## config.mk

```make
export PLATFORM = sky130hd
export DESIGN_NAME = weight_updater
export DESIGN_NICKNAME = d
export VERILOG_FILES = /design/src/rtl/weight_updater_pkg.sv /design/src/rtl/weight_updater_sat_accum.sv /design/src/rtl/weight_updater.sv
export SDC_FILE = /design/constraint.sdc
export NUM_CORES = 1
export LEC_CHECK = 0
export CAP_MARGIN = 20
export CORE_MARGIN = 2
export CORE_UTILIZATION = 55
export CTS_CLUSTER_SIZE = 16
export DETAILED_ROUTE_END_ITERATION = 10
export GPL_TIMING_DRIVEN = 1
export PLACE_DENSITY = 0.83
export RECOVER_POWER = 50
export SLEW_MARGIN = 10
export SYNTH_ARGS = -nofsm -noshare
export SYNTH_HDL_FRONTEND = slang
export SYNTH_HIERARCHICAL = 1
export SYNTH_SLANG_ARGS = --single-unit
```

## constraint.sdc

```tcl
create_clock -name clk -period 6.68 [get_ports clk]
set_input_delay 1.002 -clock clk [delete_from_list [all_inputs] [get_ports clk]]
set_output_delay 1.002 -clock clk [all_outputs]
set_load 0.01 [all_outputs]
```

## src/rtl/weight_updater_pkg.sv

```systemverilog
// Shared constants, FSM encoding and weight-address packing for the learning path
// (used by the count muxer, lookup tables and the weight updater).
package weight_updater_pkg;

  localparam int M   = 784;
  localparam int N   = 16;
  localparam int W   = 24;
  localparam int LAT = 2;
  localparam int AW  = 14;
  localparam int IW  = 10;
  localparam int NW  = 4;

  typedef enum logic [1:0] {
    IDLE  = 2'd0,
    SWEEP = 2'd1,
    FLUSH = 2'd2
  } wu_state_t;

  function automatic logic [AW-1:0] make_addr(input logic [NW-1:0] neuron,
                                              input logic [IW-1:0] idx);
    return {neuron, idx};
  endfunction

endpackage

```

## src/rtl/weight_updater_sat_accum.sv

```systemverilog
// Combinational saturating w + plus - minus, clamped to the unsigned WIDTH-bit range.
module sat_accum
  import weight_updater_pkg::*;
#(
  parameter int WIDTH = W
) (
  input  logic [WIDTH-1:0] w,
  input  logic [WIDTH-1:0] plus,
  input  logic [WIDTH-1:0] minus,
  output logic [WIDTH-1:0] result
);

  logic signed [WIDTH+1:0] sum;

  // Two guard bits: the top one flags a negative result, the next an overflow.
  always_comb begin
    sum    = $signed({2'b00, w}) + $signed({2'b00, plus}) - $signed({2'b00, minus});
    result = sum[WIDTH-1:0];
    if (sum[WIDTH+1]) begin
      result = '0;
    end else if (sum[WIDTH]) begin
      result = '1;
    end
  end

endmodule

```

## src/rtl/weight_updater.sv

```systemverilog
// Read-modify-write engine that applies the delta stream to the weights of the
// neuron that won, one input per cycle, with saturating arithmetic.
module weight_updater
  import weight_updater_pkg::*;
(
  input  logic          clk,
  input  logic          rst,
  input  logic [N-1:0]  start_wch,
  input  logic [IW-1:0] ip_select,
  input  logic [W-1:0]  del_w_plus,
  input  logic [W-1:0]  del_w_minus,
  output logic          w_rd_en,
  output logic [AW-1:0] w_rd_addr,
  input  logic [W-1:0]  w_rd_data,
  output logic          w_wr_en,
  output logic [AW-1:0] w_wr_addr,
  output logic [W-1:0]  w_wr_data,
  output logic          busy,
  output logic          done,
  output logic          overrun
);

  wu_state_t     state_q, state_d;
  logic [NW-1:0] neuron_q, first_set;
  logic [IW-1:0] sel_sr [LAT];
  logic [IW-1:0] d_sel;
  logic          start_any, start_prev, start_rise;
  logic          capture, latch_neuron, finish;
  logic [W-1:0]  s1_plus, s1_minus;
  logic          s1_last;
  logic          p_valid, p_last;
  logic [AW-1:0] p_addr;
  logic [W-1:0]  p_plus, p_minus;
  logic          wr_last;
  logic [W-1:0]  new_w;

  assign start_any  = |start_wch;
  assign start_rise = start_any && !start_prev;
  assign d_sel      = sel_sr[LAT-1];
  assign busy       = (state_q != IDLE) || done;

  // Lowest-numbered winner has priority when several strobes are set.
  always_comb begin
    first_set = '0;
    for (int i = N - 1; i >= 0; i--) begin
      if (start_wch[i]) first_set = NW'(i);
    end
  end

  always_comb begin
    state_d      = state_q;
    capture      = 1'b0;
    latch_neuron = 1'b0;
    finish       = 1'b0;
    case (state_q)
      IDLE: begin
        if (start_any) begin
          state_d      = SWEEP;
          latch_neuron = 1'b1;
        end
      end
      SWEEP: begin
        if (d_sel != '0) begin
          capture = 1'b1;
          if (d_sel == IW'(M - 1)) state_d = FLUSH;
        end
      end
      FLUSH: begin
        if (w_wr_en && wr_last) begin
          state_d = IDLE;
          finish  = 1'b1;
        end
      end
      default: state_d = IDLE;
    endcase
  end

  always_ff @(posedge clk) begin
    if (rst) begin
      state_q    <= IDLE;
      neuron_q   <= '0;
      start_prev <= 1'b0;
      overrun    <= 1'b0;
      done       <= 1'b0;
    end else begin
      state_q    <= state_d;
      start_prev <= start_any;
      done       <= finish;
      if (latch_neuron) neuron_q <= first_set;
      if (start_rise && state_q != IDLE) overrun <= 1'b1;
    end
  end

  // Delays ip_select so each index lines up with its delta.
  always_ff @(posedge clk) begin
    if (rst) begin
      sel_sr <= '{default: '0};
    end else begin
      sel_sr[0] <= ip_select;
      for (int i = 1; i < LAT; i++) sel_sr[i] <= sel_sr[i-1];
    end
  end

  always_ff @(posedge clk) begin
    if (rst) begin
      w_rd_en   <= 1'b0;
      w_rd_addr <= '0;
      s1_plus   <= '0;
      s1_minus  <= '0;
      s1_last   <= 1'b0;
    end else begin
      w_rd_en <= capture;
      if (capture) begin
        w_rd_addr <= make_addr(neuron_q, d_sel);
        s1_plus   <= del_w_plus;
        s1_minus  <= del_w_minus;
        s1_last   <= (d_sel == IW'(M - 1));
      end
    end
  end

  // Deltas wait here for the RAM's one-cycle read latency.
  always_ff @(posedge clk) begin
    if (rst) begin
      p_valid <= 1'b0;
      p_addr  <= '0;
      p_plus  <= '0;
      p_minus <= '0;
      p_last  <= 1'b0;
    end else begin
      p_valid <= w_rd_en;
      p_addr  <= w_rd_addr;
      p_plus  <= s1_plus;
      p_minus <= s1_minus;
      p_last  <= s1_last;
    end
  end

  sat_accum #(.WIDTH(W)) u_sat (
    .w      (w_rd_data),
    .plus   (p_plus),
    .minus  (p_minus),
    .result (new_w)
  );

  always_ff @(posedge clk) begin
    if (rst) begin
      w_wr_en   <= 1'b0;
      w_wr_addr <= '0;
      w_wr_data <= '0;
      wr_last   <= 1'b0;
    end else begin
      w_wr_en <= p_valid;
      wr_last <= p_valid && p_last;
      if (p_valid) begin
        w_wr_addr <= p_addr;
        w_wr_data <= new_w;
      end
    end
  end

endmodule

```

# Word-level counts from Yosys, hierarchy flattened
# Index checks and enable logic that the tools add are counted.
# totals
reg_bits	197
word_cells	71
# op_classes
add_sub_neg	2
bitwise_logic	1
eq_ne	7
reduce_logical	12
n_mux	28
# ops
operator	n
4-bit 2-to-1 mux	16
24-bit 2-to-1 mux	2
26-bit by 25-bit subtractor with 26-bit output	1
24-bit by 24-bit adder with 25-bit output	1
16-bit OR reduction	1
10-bit == test, second input constant	1
10-bit nonzero test	1
2-bit 2-to-1 mux	4
2-bit != test, second input constant	4
2-bit case mux with 3 select lines	1
1-bit 2-to-1 mux	5
1-bit logical AND	4
4-bit AND reduction	1
2-bit by 1-bit == test with 1-bit output, second input constant	1
2-bit == test, second input constant	1
2-bit logical NOT	1
2-bit nonzero test	1
2-bit OR reduction	1
1-bit logical NOT	1
1-bit logical OR	1
1-bit inverter	1

# Depth between registers and ports, before layout
# Gate-level depths: netlist of the first run.
# depth
depth_word	16
depth_mapped	17
mapped_depth_nobuf	16

# By module
# The synthesis of the first run kept the hierarchy.
# by_module_without_submodules
module	area_each_um2	cells_each	n_inst	seq_area_each_um2
weight_updater	6202.2	522	1	3943.8
sat_accum	2312.2	322	1	0.0

# Least setup slack after synthesis of the first run
# Ideal clock, no wire load.
# synth_timing
path_kind	in2reg
from	input w_rd_data[14]
to	register w_wr_data[11]
stages	16
arrival_ns	3.736
n_path_buf	2
required_ns	6.552
setup_time_ns	0.128
slack_ns	2.817
cell_sequence	inv_1 > fa_1 > inv_1 > ha_1 > buf_6 > a21o_1 > a31oi_1 > o21ai_1 > a21oi_2 > o41ai_4 > a211o_1 > a211o_4 > buf_8 > o21a_1 > mux2i_1 > nor2_1
# synth_via
elab_chain_cells	4
# synth_rtl
element	line	text
start, declared	weight_updater.sv:14	input logic [W-1:0] w_rd_data,
24-bit by 24-bit adder with 25-bit output *	weight_updater_sat_accum.sv:17	sum = $signed({2'b00, w}) + $signed({2'b00, plus}) - $signed({2'b00, minus});
26-bit by 25-bit subtractor with 26-bit output *	weight_updater_sat_accum.sv:17	
24-bit 2-to-1 mux	weight_updater_sat_accum.sv:21	end else if (sum[WIDTH]) begin
24-bit 2-to-1 mux *	weight_updater_sat_accum.sv:19	if (sum[WIDTH+1]) begin
net new_w[11]	weight_updater.sv:35	logic [W-1:0] new_w;
end signal, assigned	weight_updater.sv:157	w_wr_data <= new_w;
end, declared	weight_updater.sv:17	output logic [W-1:0] w_wr_data,
# Mark *: on every way through the listed nets, which the timed path passes. The rest lies on a longest branch.
# A chain may end at the register's enable or synchronous reset.

# Worst setup path in the final report of the first run
# layout_timing
from	input w_rd_data[2]
to	register w_wr_data[12]
# The elaborated chain is that of the path after synthesis.

==> metrics.md, run 1 <==
| Metric | Value |
|---|---|
| Status | `finished with violations` |
| Failing checks | `max-capacitance violations, max-slew violations` |
| Power Dens Cells | `297 mW/mm2` |
| Initial core utilization | `56.2%` |
| Count of state elements after synthesis | `197` |
| Synth cell count leaders | `197 x dfxtp_1, 103 x inv_1, 90 x nor2b_1` |
| Initial antenna violation count | `0` |
| Die X | `128 um` |
| Nets | `1133` |
| Cells along the critical path | `clkdlybuf4s50_1, inv_1, fa_1, inv_1, ha_1, nor2b_1, o31ai_1, o21ai_1, o31ai_1, nand3_1, o211ai_1, xor2_2, buf_6, o21a_1, mux2i_1, nor2_1` |
| # IOs | `157` |
| Diodes inserted | `0` |
| Drt initial violations | `309` |
| H-tree lvl count | `4` |
| Synth area leaders | `dfxtp_1 46%, nor2b_1 6.6%, o22a_1 6.4%` |
| Max_cap viols | `2` |
| Max Clk Rate | `228 MHz` |
| Largest net degree at the start of global routing | `96` |
| Die Y | `128 um` |
| Period utilization | `65.6%` |
| Root Buffer | `clkbuf_16` |
| Kind of cell adding the most delay to the critical path | `compound AO/OA/AOI/OAI gates` |
| Final setup vio count | `0` |
| Number of global-route vias before repair | `6287` |
| Most frequent cell after synthesis | `dfxtp_1` |
| FP Rows | `45` |
| Final Critical Period | `4.38 ns` |
| Setup TNS | `0 ns` |
| Clock-pin slew on the worst setup and hold paths | `0.08 ns` |
| Req. time, crit path | `7.02 ns` |
| RSZ-0062 raised after global routing | `no` |
| Netlist Area Pre-Place | `0.00851 mm2` |
| Routed Antenna Nets | `0` |
| Post-CTS Setup Inserts | `0` |
| VDD IR max | `0.194 mV` |
| Area growth syn-to-layout | `25.6%` |
| Clk sinks | `197` |
| Clk_skew | `0.0104 ns` |
| Seq/Total Area, Yosys | `46.3%` |
| Power, Total | `3180 uW` |
| Dpl hpwl | `13000 um` |
| TritonCTS buffer count | `17` |
| Post-synth EDFFs | `0` |
| GP Congestion | `0.877` |
| Post-Route WL | `18700 um` |
| I/O Buffers | `156` |
| Core area | `0.0151 mm2` |
| Via count | `6291` |
| Slew Limit Fails | `139` |
| Syn_nets | `993` |
| Total Routing Usage GR | `23.3%` |
| CP max stage delay | `0.58 ns` |
| DR pass1 iterations | `5` |
| Post_cts resized | `0` |
| CP bufs+invs | `4` |
| Worst slew pin tran | `1.97 ns` |
| Crit path kind | `input port to register` |
| # DRC | `0` |
| Worst Slack Setup Final | `2.30 ns` |
| Hold Fails Final Rpt | `0` |
| Synth unique cells | `62` |
| Die area | `0.0165 mm2` |
| CP Capture Type | `register` |
| WL per Instance | `15.8 um` |
| Post-synth top area share | `46.3%` |
| Worst-case clock buffer depth | `2` |
| CTS tree | `yes` |
| Synth warn | `6` |
| First-pass GRT wire length | `30100 um` |
| Final-layout fill cell count | `1119` |
| Vias/cell | `5.31` |
| Max_slew headroom | `-31.7%` |
| Syn Area/Cell | `10.1 um2` |
| Worst path arrival time | `4.72 ns` |
| Cts hold-fix bufs | `0` |
| CP max FO | `13` |
| Setup WS pre-CTS | `1.75 ns` |
| Post-synth top area cell | `dfxtp_1` |
| Class of the worst hold path | `register to register` |
| Cell at the slowest stage of the critical path | `xor2_2` |
| Top FF cell, synth | `dfxtp_1` |
| Startpoint Class | `input port` |
| Cells after Synth | `844` |
| Worst-Skew Late Latency | `0.44 ns` |
| Pleak | `0.00451 uW` |
| GR Overflow Total | `0` |
| Post-synth ARST share | `0%` |
| Share of layout cells above drive strength 1 | `5.52%` |
per-stage QoR:
stage	cells	hold WS, ns	utilization (%)	cell area (um2)
floorplan	844	0.406	-	8510
global placement	1152	0.416	66.4	10100
detailed placement	1152	0.426	66.4	10100
CTS	1184	0.445	70.6	10700
global route	1185	0.456	70.6	10700
finish	1185	0.444	70.6	10700
placed cells by master, fill, tap and decap left out, drive strengths merged, types with 15 or more instances in the layout:
cell type and n:
a21oi 31, clkbuf 19, clkdlybuf4s50 133, dfxtp 197
dlygate4sd3 22, fa 24, ha 25, inv 109
mux2i 39, nand2 21, nor2 65, nor2b 90
o21a 29, o21ai 17, o22a 62, xnor2 15
worst reg2reg max path, stage by stage, from the launching register on:
cell and delay (ns):
dfxtp_1 0.31, inv_1 0.05, fa_1 0.52, inv_1 0.05, ha_1 0.33, nor2b_1 0.17
o31ai_1 0.33, o21ai_1 0.16, o31ai_1 0.23, nand3_1 0.10, o211ai_1 0.16, xor2_2 0.58
buf_6 0.25, o21a_1 0.15, mux2i_1 0.07, nor2_1 0.10
flip-flops by register name, summed over array words and instances (netlist names), 2 cells and up:
register,count
s1_plus,24
neuron_q,4
p_plus,24
state_q,2
s1_minus,24
sel_sr,10
w_wr_addr,14
p_addr,14
w_wr_data,24
p_minus,24
d_sel,10
w_rd_addr,14
final timing paths:
path / start / endpoint / slack (ns) / cells past startpoint
max: w_rd_data[2] / w_wr_data[12] / 2.30 / 16
min: sel_sr[19] / d_sel[9] / 0.44 / 1
max reg2reg: p_plus[2] / w_wr_data[12] / 3.04 / 15
min reg2reg: sel_sr[19] / d_sel[9] / 0.44 / 1
power breakdown:
part           switching (uW)  internal, uW
Sequential               33.1          1260
Combinational             434           389
Clock                     510           548
final cells by class:
type | instances | area (um2) | share of cell area (%)
Clock buffer | 17 | 425 | 3.98
Clock inverter | 15 | 210 | 1.97
Inverter | 103 | 387 | 3.62
Multi-Input combinational cell | 504 | 3900 | 36.4
Sequential cell | 197 | 3950 | 36.9
Tap cell | 188 | 235 | 2.20
Timing Repair Buffer | 161 | 1590 | 14.9
logic make-up (layout without fill, tap and decap cells):
| kind of cell | after synthesis | in the layout | synth area share, % |
|---|---|---|---|
| compound gates | 179 | 179 | 15.9 |
| mux | 39 | 39 | 4.58 |
| simple gates | 218 | 218 | 13.9 |
| flops | 197 | 197 | 46.3 |
| buf+inv | 143 | 296 | 8.07 |
| fa+ha+maj | 49 | 49 | 9.32 |
| xor+xnor | 19 | 19 | 1.95 |
per-layer routing:
metal	vias up	wire length, um	global-route usage, %
met5	-	0	0
met1	2973	8070	28.2
met3	34	1080	6.40
met4	0	407	7.76
li1	3099	-	-
met2	185	9110	40.2
(Power assumes the default switching activity.)
==> inputs of run 2 (changes only) <==
--- a/config.mk
+++ b/config.mk
@@ -7,11 +7,11 @@
 export LEC_CHECK = 0
 export CAP_MARGIN = 20
 export CORE_MARGIN = 2
-export CORE_UTILIZATION = 55
+export CORE_UTILIZATION = 47
 export CTS_CLUSTER_SIZE = 16
 export DETAILED_ROUTE_END_ITERATION = 10
 export GPL_TIMING_DRIVEN = 1
-export PLACE_DENSITY = 0.83
+export PLACE_DENSITY = 0.76
 export RECOVER_POWER = 50
 export SLEW_MARGIN = 10
 export SYNTH_ARGS = -nofsm -noshare
==> constraint.sdc (replaced) <==
create_clock -name clk -period 3.8 [get_ports clk]
set_input_delay 0.57 -clock clk [delete_from_list [all_inputs] [get_ports clk]]
set_output_delay 0.57 -clock clk [all_outputs]
set_load 0.01 [all_outputs]
==> metrics.md, run 2 (synthesis gave the netlist of run 1 again) <==
| Metric | Value |
|---|---|
| TritonCTS buffer count | `17 (unchanged)` |
| Most frequent cells in the layout | `197 x dfxtp_1, 134 x clkdlybuf4s50_1, 103 x inv_1 (was 196 x dfxtp_1, 133 x clkdlybuf4s50_1, 103 x inv_1)` |
| Cells along the critical path | `clkdlybuf4s50_1, inv_1, fa_1, inv_1, ha_1, a21oi_1, nand4b_1, a21oi_2, nor2_2, o41ai_4, a211o_1, a211o_4, o21a_1, mux2i_1, nor2_1 (was clkdlybuf4s50_1, inv_1, fa_1, inv_1, ha_1, nor2b_1, o31ai_1, o21ai_1, o31ai_1, nand3_1, o211ai_1, xor2_2, buf_6, o21a_1, mux2i_1, nor2_1)` |
| Pleak | `0.00469 uW (was 0.00451 uW)` |
| I/O Buffers | `156 (unchanged)` |
| Failing checks | `max-capacitance violations, max-slew violations (unchanged)` |
| Clock-pin slew on the worst setup and hold paths | `0.08 ns (about the same)` |
| Area growth syn-to-layout | `29.9% (was 25.6%)` |
| GR Overflow Total | `0 (unchanged)` |
| Crit path top cell by count | `inv_1` |
| Vias/cell | `5.14 (was 5.31)` |
| Clock share of power | `32.0% (was 33.3%)` |
| Final setup vio count | `0 (unchanged)` |
| Die X | `139 um (was 128 um)` |
| Share of layout cells above drive strength 1 | `9.07% (was 5.52%)` |
| Worst-case clock buffer depth | `2 (unchanged)` |
| Hold Path Origin | `p_last (was sel_sr[19])` |
| Clk sinks | `197 (unchanged)` |
| # IOs | `157 (unchanged)` |
| Worst-Skew Late Latency | `0.43 ns (was 0.44 ns)` |
| Worst slew pin tran | `1.87 ns (was 1.97 ns)` |
| Initial antenna violation count | `1 (was 0)` |
| VDD IR max | `0.335 mV (was 0.194 mV)` |
| Internal power | `4010 uW (was 2200 uW)` |
| GR peak layer | `met2 (unchanged)` |
| CP bufs+invs | `3 (was 4)` |
| CP startpoint | `w_rd_data[1] (was w_rd_data[2])` |
| Req. time, crit path | `4.08 ns (was 7.02 ns)` |
| Slew Limit Fails | `37 (was 139)` |
| Hold Fails Final Rpt | `0 (unchanged)` |
| RSZ-0062 raised after global routing | `yes (was no)` |
| Commonest non-fill, non-tap cell in the layout | `dfxtp_1 (unchanged)` |
| Routed Antenna Nets | `0 (unchanged)` |
| GRT met2 Usage | `33.8% (was 40.2%)` |
| M1 GR Usage | `24.7% (was 28.2%)` |
| GP Congestion | `0.858 (was 0.877)` |
| Clk_skew | `0.0105 ns (was 0.0104 ns)` |
| Sw Ratio | `30.6% (was 30.8%)` |
| Final Critical Period | `3.64 ns` |
| Initial core utilization | `47.7% (was 56.2%)` |
| Via count | `6500 (was 6291)` |
| Class of the worst hold path | `register to register (unchanged)` |
| WL per Instance | `15.6 um (was 15.8 um)` |
| DR pass1 iterations | `4 (was 5)` |
| Largest net degree at the start of global routing | `91 (was 96)` |
| Nets | `1172 (was 1133)` |
| First-pass GRT wire length | `31200 um (was 30100 um)` |
| Seq pwr share | `39.4% (was 40.8%)` |
| Status | `finished with violations (unchanged)` |
| Net Switching | `1770 uW (was 977 uW)` |
| CP Capture Type | `register (unchanged)` |
| Reg2reg start | `p_plus[1] (was p_plus[2])` |
| Combinational power share | `28.6% (was 25.9%)` |
| FP Rows | `49 (was 45)` |
| Crit path kind | `input port to register (unchanged)` |
| Post-CTS Setup Inserts | `0 (unchanged)` |
| Worst path arrival time | `3.93 ns (was 4.72 ns)` |
| Startpoint Class | `input port (unchanged)` |
| Max_cap viols | `1 (was 2)` |
| Core area | `0.0178 mm2 (was 0.0151 mm2)` |
| Diodes inserted | `0 (unchanged)` |
| Cts hold-fix bufs | `0 (unchanged)` |
| CP max FO | `12 (was 13)` |
| Total Routing Usage GR | `20.1% (was 23.3%)` |
| Power Dens Cells | `523 mW/mm2 (was 297 mW/mm2)` |
| Final instance area | `0.0111 mm2 (was 0.0107 mm2)` |
| Met3 usage | `5.49% (was 6.40%)` |
| CTS tree | `yes (unchanged)` |
| Drt initial violations | `397 (was 309)` |
| Period utilization | `95.9%` |
| Cell at the slowest stage of the critical path | `fa_1 (was xor2_2)` |
| Kind of cell adding the most delay to the critical path | `compound AO/OA/AOI/OAI gates (unchanged)` |
| # DRC | `0 (unchanged)` |
| Power, Total | `5780 uW (was 3180 uW)` |
| Post-Route WL | `19700 um (was 18700 um)` |
| Root Buffer | `clkbuf_16 (unchanged)` |
| Dpl hpwl | `13400 um (was 13000 um)` |
| Number of global-route vias before repair | `6326 (was 6287)` |
| CP max stage delay | `0.59 ns (was 0.58 ns)` |
| Die Y | `139 um (was 128 um)` |
| Post_cts resized | `0 (unchanged)` |
| Cell Area, Placed | `0.0104 mm2 (was 0.0101 mm2)` |
| Die area | `0.0192 mm2 (was 0.0165 mm2)` |
| Max_slew headroom | `-24.5% (was -31.7%)` |
| H-tree lvl count | `4 (unchanged)` |
| Max Clk Rate | `274 MHz` |
-- run 2: changes by cell type in the layout (fill, tap and decap cells not counted), moves of 2 or more --
| cell | delta |
|---|---|
| inv_6 | +4 |
| buf_4 | +37 |
| buf_12 | +2 |
| clkinv_8 | -4 |
-- run 2: through the flow --
step           util (%)  cells  setup slack, ns  setup TNS (ns)  hold slack (ns)
3_5_place_dp       58.4   1231           -0.297           -6.69            0.422
3_3_place_gp       58.4   1231           -0.210           -4.95            0.416
4_1_cts            61.8   1263           0.0910               0            0.433
6_report           62.0   1265            0.156               0            0.434
2_1_floorplan         -    844            0.369               0            0.406
5_1_grt            62.0   1265          -0.0120         -0.0120            0.457
-- run 2: worst register-to-register path, stage by stage, from the launching register on --
cell,delay [ns]
dfxtp_1,0.32
inv_1,0.06
fa_1,0.56
inv_1,0.06
ha_1,0.29
a21oi_1,0.19
nand4b_1,0.19
a21oi_2,0.09
nor2_2,0.18
o41ai_4,0.11
a211o_1,0.35
a211o_4,0.44
o21a_1,0.14
mux2i_1,0.14
nor2_1,0.06
-- run 2: area by class of cell --
| class | count | area (um2) |
|---|---|---|
| clock buffers | 18 | 439 |
| flip-flops and latches | 197 | 3940 |
| repair buffers | 198 | 1900 |
| well taps | 229 | 287 |
| inverters | 103 | 387 |
| clock inverters | 14 | 171 |
| fillers | 1469 | 6780 |
| multi-input cells | 506 | 3930 |
-- run 2: worst paths after layout --
| check | to | slack, ns | depth (start not counted) |
|---|---|---|---|
| hold reg to reg | wr_last | 0.43 | 1 |
| hold / removal | wr_last | 0.43 | 1 |
| setup reg to reg | w_wr_data[22] | 0.47 | 14 |
| setup / recovery | w_wr_data[22] | 0.16 | 15 |
-- run 2: metal layers --
layer | vias up | routed length, um
met5 | - | 0
met4 | 0 | 427
met3 | 29 | 1200
met2 | 208 | 9290
met1 | 3081 | 8750
li1 | 3182 | -
-- run 2: power groups by stage --
stage          combinational (uW)  sequential, uW  clock (uW)
6_report                     1650            2280        1850
5_1_grt                      1790            2290        1960
4_1_cts                      1610            2280        1880
3_5_place_dp                 1580            2330           0
3_3_place_gp                 1560            2320           0
2_1_floorplan                1040            2320           0
